===== src/rtl/fetch_ifid_unit.sv =====
// Fetch stage and IF/ID pipeline register.
// Owns the PC and picks the next fetch address: a redirect to a resolved
// branch target, the sequential PC, or a hold while ID stalls. IF/ID is
// loaded with the fetched word, or with a bubble on a flush or redirect.
// A fetched halt word freezes fetch until a redirect arrives. Saturating
// redirect/stall counters and a sticky misaligned-target flag support debug.
module fetch_ifid_unit #(
  parameter logic [63:0] RESET_PC   = 64'h0,
  parameter logic [31:0] NOP_INSTR  = 32'h0000_0013,
  parameter logic [31:0] HALT_INSTR = 32'h0010_0073,
  parameter int unsigned CNT_W      = 16
) (
  input  logic             clk,
  input  logic             rst_n,
  input  logic             pc_src,
  input  logic [63:0]      branch_target,
  input  logic             flush_ifid,
  input  logic             stall,
  output logic [63:0]      imem_addr,
  input  logic [31:0]      imem_rdata,
  output logic [63:0]      ifid_pc,
  output logic [31:0]      ifid_instr,
  output logic             ifid_valid,
  output logic             halted,
  output logic             misalign_err,
  output logic [CNT_W-1:0] redirect_cnt,
  output logic [CNT_W-1:0] stall_cnt
);

  typedef enum logic {
    ST_RUN    = 1'b0,
    ST_HALTED = 1'b1
  } state_e;

  localparam logic [CNT_W-1:0] CNT_MAX = '1;
  localparam logic [CNT_W-1:0] CNT_ONE = CNT_W'(1);
  localparam logic [63:0]      PC_STEP = 64'd4;

  state_e           state_q, state_d;
  logic [63:0]      pc_q, pc_d;
  logic [63:0]      ifid_pc_q, ifid_pc_d;
  logic [31:0]      ifid_instr_q, ifid_instr_d;
  logic             ifid_valid_q, ifid_valid_d;
  logic             misalign_q, misalign_d;
  logic [CNT_W-1:0] redirect_cnt_q, redirect_cnt_d;
  logic [CNT_W-1:0] stall_cnt_q, stall_cnt_d;

  logic [63:0]      pc_seq;
  logic [63:0]      pc_redirect;
  logic             target_misaligned;
  logic             is_halt_word;

  // Datapath helpers shared by the next-state logic.
  always_comb begin
    pc_seq            = pc_q + PC_STEP;  // 64-bit modular wrap is intended
    pc_redirect       = {branch_target[63:2], 2'b00};
    target_misaligned = (branch_target[1:0] != 2'b00);
    is_halt_word      = (imem_rdata == HALT_INSTR);
  end

  // Next-state logic: FSM, PC, IF/ID and debug state.
  // Priority: redirect > flush > stall > advance. HALTED only leaves on redirect.
  always_comb begin
    // NOTE: every output of this block gets a default first, so no path leaves a
    // variable unassigned and no latch is inferred.
    state_d        = state_q;
    pc_d           = pc_q;
    ifid_pc_d      = ifid_pc_q;
    ifid_instr_d   = ifid_instr_q;
    ifid_valid_d   = ifid_valid_q;
    misalign_d     = misalign_q;
    redirect_cnt_d = redirect_cnt_q;
    stall_cnt_d    = stall_cnt_q;

    if (pc_src) begin
      // Redirect wins over everything, including stall; it also squashes a halt.
      state_d        = ST_RUN;
      pc_d           = pc_redirect;
      ifid_instr_d   = NOP_INSTR;
      ifid_valid_d   = 1'b0;
      redirect_cnt_d = (redirect_cnt_q == CNT_MAX) ? redirect_cnt_q
                                                   : redirect_cnt_q + CNT_ONE;
      if (target_misaligned) begin
        misalign_d = 1'b1;
      end
    end else begin
      // A stall not overridden by a redirect is always honoured and counted.
      if (stall) begin
        stall_cnt_d = (stall_cnt_q == CNT_MAX) ? stall_cnt_q
                                               : stall_cnt_q + CNT_ONE;
      end

      unique case (state_q)
        ST_RUN: begin
          if (flush_ifid) begin
            ifid_instr_d = NOP_INSTR;
            ifid_valid_d = 1'b0;
            if (!stall) begin
              pc_d = pc_seq;
            end
          end else if (!stall) begin
            ifid_pc_d    = pc_q;
            ifid_instr_d = imem_rdata;
            ifid_valid_d = 1'b1;
            pc_d         = pc_seq;
            if (is_halt_word) begin
              state_d = ST_HALTED;
            end
          end
        end

        ST_HALTED: begin
          // PC is frozen; IF/ID drains to bubbles unless ID holds it.
          if (flush_ifid || !stall) begin
            ifid_instr_d = NOP_INSTR;
            ifid_valid_d = 1'b0;
          end
        end

        default: begin
          state_d = ST_RUN;
        end
      endcase
    end
  end

  // State register with asynchronous active-low reset.
  always_ff @(posedge clk or negedge rst_n) begin
    // NOTE: sequential state uses non-blocking assignments so every register
    // samples the pre-edge values, independent of statement order.
    if (!rst_n) begin
      state_q        <= ST_RUN;
      pc_q           <= RESET_PC;
      ifid_pc_q      <= 64'h0;
      ifid_instr_q   <= NOP_INSTR;
      ifid_valid_q   <= 1'b0;
      misalign_q     <= 1'b0;
      redirect_cnt_q <= '0;
      stall_cnt_q    <= '0;
    end else begin
      state_q        <= state_d;
      pc_q           <= pc_d;
      ifid_pc_q      <= ifid_pc_d;
      ifid_instr_q   <= ifid_instr_d;
      ifid_valid_q   <= ifid_valid_d;
      misalign_q     <= misalign_d;
      redirect_cnt_q <= redirect_cnt_d;
      stall_cnt_q    <= stall_cnt_d;
    end
  end

  // Outputs come straight from registers; no input reaches them combinationally.
  always_comb begin
    imem_addr    = pc_q;
    ifid_pc      = ifid_pc_q;
    ifid_instr   = ifid_instr_q;
    ifid_valid   = ifid_valid_q;
    halted       = (state_q == ST_HALTED);
    misalign_err = misalign_q;
    redirect_cnt = redirect_cnt_q;
    stall_cnt    = stall_cnt_q;
  end

endmodule

===== config.mk =====
export PLATFORM = sky130hd
export DESIGN_NAME = fetch_ifid_unit
export DESIGN_NICKNAME = d
export VERILOG_FILES = /design/src/rtl/fetch_ifid_unit.sv
export SDC_FILE = /design/constraint.sdc
export NUM_CORES = 1
export LEC_CHECK = 0
export ABC_CLOCK_PERIOD_IN_PS = 3000
export BUFFER_PORTS_ARGS = -buffer_cell sky130_fd_sc_hd__buf_4
export CORE_AREA = 2 2 191 99
export DETAILED_ROUTE_END_ITERATION = 10
export DIE_AREA = 0 0 193 101
export GPL_TIMING_DRIVEN = 0
export PLACE_DENSITY = 0.8
export SYNTH_ARGS = -nofsm -noshare
export SYNTH_HDL_FRONTEND = slang
export SYNTH_SLANG_ARGS = --single-unit

===== constraint.sdc =====
create_clock -name clk -period 3 [get_ports clk]
set_input_delay 0.45 -clock clk [delete_from_list [all_inputs] [get_ports clk]]
set_output_delay 0.45 -clock clk [all_outputs]
set_load 0.05 [all_outputs]

==> results.sh <==
export IMPL_crit_type="reg2reg"
export IMPL_synth_area_leader_cell="dfrtp_1"
export IMPL_rows=35
export IMPL_grt_max_degree=116
export IMPL_outcome="finished with violations"
export IMPL_ys_top_cells_by_count="nand2_1 (253), dfrtp_1 (188), nand3_1 (51), nand4_1 (49), nor2_1 (48)"
export IMPL_hold_ws_ns=-0.03483
export IMPL_yosysMostFrequentCell="nand2_1"
export IMPL_grt_pass1_wl_um=47920
export IMPL_fmax_mhz=358.4
export IMPL_diodes=0
export IMPL_fp_dieW_um=193
export IMPL_fin_nets=1366
export IMPL_antenna_found_initial=0
export IMPL_synth_seq_area_share_pct=53.50
export IMPL_slew_headroom_pct=31.37
export IMPL_syn_area_per_cell_um2=9.432
export IMPL_grtUsageTotal_pct=32.82
export IMPL_irDropWorstVdd_mv=0.4631
export IMPL_synthTopCellsByArea="dfrtp_1 (53%), nand2_1 (11%), nand4_1 (3.4%)"
export IMPL_pwr_share_seq_pct=40.8
export IMPL_dp_hpwl_um=23700
export IMPL_cts_sinks=191
export IMPL_maxSlewViolCount=0
export IMPL_die_area_um2=19490
export IMPL_comb_power_share_pct=32.4
export IMPL_p_int_mw=4.835
export IMPL_final_antenna_net_count=0
export IMPL_finalSetupViolations=0
export IMPL_swShare_pct=40.63
export IMPL_remaining_drc_errors=0
export IMPL_crit_arrival_ns=3.16
export IMPL_stdcell_count=1515
export IMPL_clkPwrFrac_pct=26.7
export IMPL_clockBufferDepth=2
export IMPL_power_switching_mw=3.309
export IMPL_synth_edff_count=0
export IMPL_drive_gt1_share_pct=27.76
export IMPL_fillers=1485
export IMPL_initialDrtViolationCount=971
export IMPL_hold_class="in2async"
export IMPL_gp_congestion=0.9408
export IMPL_setup_ws_ns=0.2098
export IMPL_period_minus_slack_ns=2.790
export IMPL_floorplan_io_pins=296
export IMPL_vias=8827
export IMPL_area_delta_synth_final_pct=34.93
export IMPL_rsz0062_at_grt="false"
export IMPL_period_share_pct=93.01
export IMPL_end_kind="flip-flop"
export IMPL_synthCells=948
export IMPL_cts_buffers=17
export IMPL_hold_viol_final=19
export IMPL_via_per_inst=5.826
export IMPL_synth_seq_cells=191
export IMPL_preCtsSetupSlack_ns=0.01533
export IMPL_tritoncts="yes"
export IMPL_dp_cells=1482
export IMPL_critPathLaunchType="flip-flop"
export IMPL_async_flop_share_pct=100.0
export IMPL_start_util_pct=49.80
export IMPL_tns_ns=0
export IMPL_synth_warnings=0
export IMPL_tightest_slew_ns=1.021
export IMPL_violations="negative hold slack"
export IMPL_synth_distinct_cells=56
export IMPL_totalPowerFinal_mw=8.143
export IMPL_fin_skew_ns=0.01173
export IMPL_cts_root_buf="clkbuf_16"
export IMPL_core_um2=17950
export IMPL_die_height_um=101
export IMPL_grt_overflow=0
export IMPL_maxCapViolCount=0
export IMPL_grt_pass1_vias=8173
export IMPL_mappedNetlistArea_um2=8941
export IMPL_power_density_nw_per_um2=675.0
export IMPL_placement_io_buffers=290
export IMPL_cp_required_ns=3.37
export IMPL_power_leakage_nw=5.711
export IMPL_crit_fanout=9
export IMPL_path_clk_slew_ns=0.07
export IMPL_htree_levels=4
export IMPL_synthFlopType="dfrtp_1"
export IMPL_dr_pass1_iters=5
export IMPL_synth_top_area_share_pct=52.62
export IMPL_clock_latency_ns=0.44
export IMPL_routed_wl_um=31400
export IMPL_avgRoutedWirePerCell_um=20.73
## critical path: stages, from the launching register on
cell and delay (ns):
dfrtp_1 0.51, or2_1 0.27, clkbuf_1 0.28, nor4_2 0.73, nand2_1 0.29, or4_1 0.54
nand3_1 0.10
## cell usage in the layout (no fill, tap or decap), drive strengths merged, types with 5 or more instances in the layout
| master | Yosys | routed |
|---|---|---|
| buf | 11 | 303 |
| nand2 | 253 | 253 |
| dfrtp | 188 | 188 |
| clkbuf | 36 | 57 |
| nand3 | 51 | 51 |
| nand4 | 50 | 50 |
| nor2 | 48 | 48 |
| o21ai | 46 | 46 |
| xor2 | 34 | 34 |
| xnor2 | 33 | 33 |
| a22o | 30 | 30 |
| nor3 | 20 | 20 |
| nor4 | 18 | 18 |
| or4 | 14 | 14 |
| inv | 12 | 14 |
| and3 | 12 | 12 |
| a31oi | 12 | 12 |
| or3 | 7 | 7 |
| mux2 | 7 | 7 |
| clkinv | 0 | 7 |
| o31ai | 6 | 6 |
| and4 | 5 | 5 |
## metal layers
metal / GRT usage (%) / share of wire, % / up-vias
met1: 50.91 / 46 / 4301
met3: 9.607 / 12 / 51
met2: 44.91 / 40 / 510
li1: - / - / 3965
met4: 7.051 / 1.5 / 0
met5: 0 / 0 / -
## logic make-up after synthesis
kind of cell	synth area share, %
and+or+nand+nor	26.55
DFF	53.50
AOI/OAI and AO/OA	8.900
xor gates and xnor gates	6.563
buffers and inverters	2.701
muxes	1.329
adders and majority gates	0.4199
other	0.04194
## through the flow
| stage | util [%] | instance area (um^2) | hold slack (ns) |
|---|---|---|---|
| 6_report | 67.19 | 12060 | -0.03483 |
| 3_5_place_dp | 63.85 | 11460 | 0.4641 |
| 4_1_cts | 66.93 | 12020 | 0.006985 |
| 5_1_grt | 67.19 | 12060 | 0.01926 |
| 2_1_floorplan | - | 8952 | 0.1544 |
| 3_3_place_gp | 63.66 | 11430 | 0.4578 |
## state kept, by name, summed over array words and instances (netlist names)
| signal | count |
|---|---|
| imem_addr | 62 |
| halted | 1 |
| ifid_instr | 32 |
| stall_cnt | 16 |
| misalign_err | 1 |
| ifid_pc | 62 |
| redirect_cnt | 16 |
| ifid_valid | 1 |
## area by class of cell
cell class | count | area (um^2) | share of cell area, %
Sequential cell | 191 | 4783 | 39.65
Multi-Input combinational cell | 701 | 3965 | 32.87
Timing Repair Buffer | 292 | 2220 | 18.40
Clock buffer | 21 | 470.5 | 3.900
Tap cell | 240 | 300.3 | 2.489
Buffer | 47 | 197.7 | 1.639
Clock inverter | 11 | 82.58 | 0.6845
Inverter | 12 | 45.04 | 0.3734
## power groups by stage
| stage | logic, mW | clock network, mW | registers, mW |
|---|---|---|---|
| 2_1_floorplan | 0.514 | 0 | 4.46 |
| 3_3_place_gp | 2.60 | 0 | 3.34 |
| 3_5_place_dp | 2.64 | 0 | 3.35 |
| 4_1_cts | 2.64 | 2.20 | 3.31 |
| 5_1_grt | 2.78 | 2.31 | 3.36 |
| 6_report | 2.64 | 2.18 | 3.32 |
## final timing paths
path / from / end / slack, ns / cells past startpoint
min in group clk: branch_target[28] / imem_addr[28] / 0.22 / 3
max in group asynchronous: rst_n / ifid_pc[61] / 2.03 / 2
setup / recovery: halted / imem_addr[43] / 0.21 / 6
hold reg to reg: ifid_pc[54] / ifid_pc[54] / 0.48 / 2
hold / removal: rst_n / ifid_pc[13] / -0.03 / 1
setup reg to reg: halted / imem_addr[43] / 0.21 / 6
## repair_timing
item | in CTS | in global routing
resized for setup | 0 | 9
buffers inserted | 0 | 1
hold buffers | 0 | 0
setup endpoints to repair | 0 | 48
Note: power is estimated with default switching activity, not from simulation.
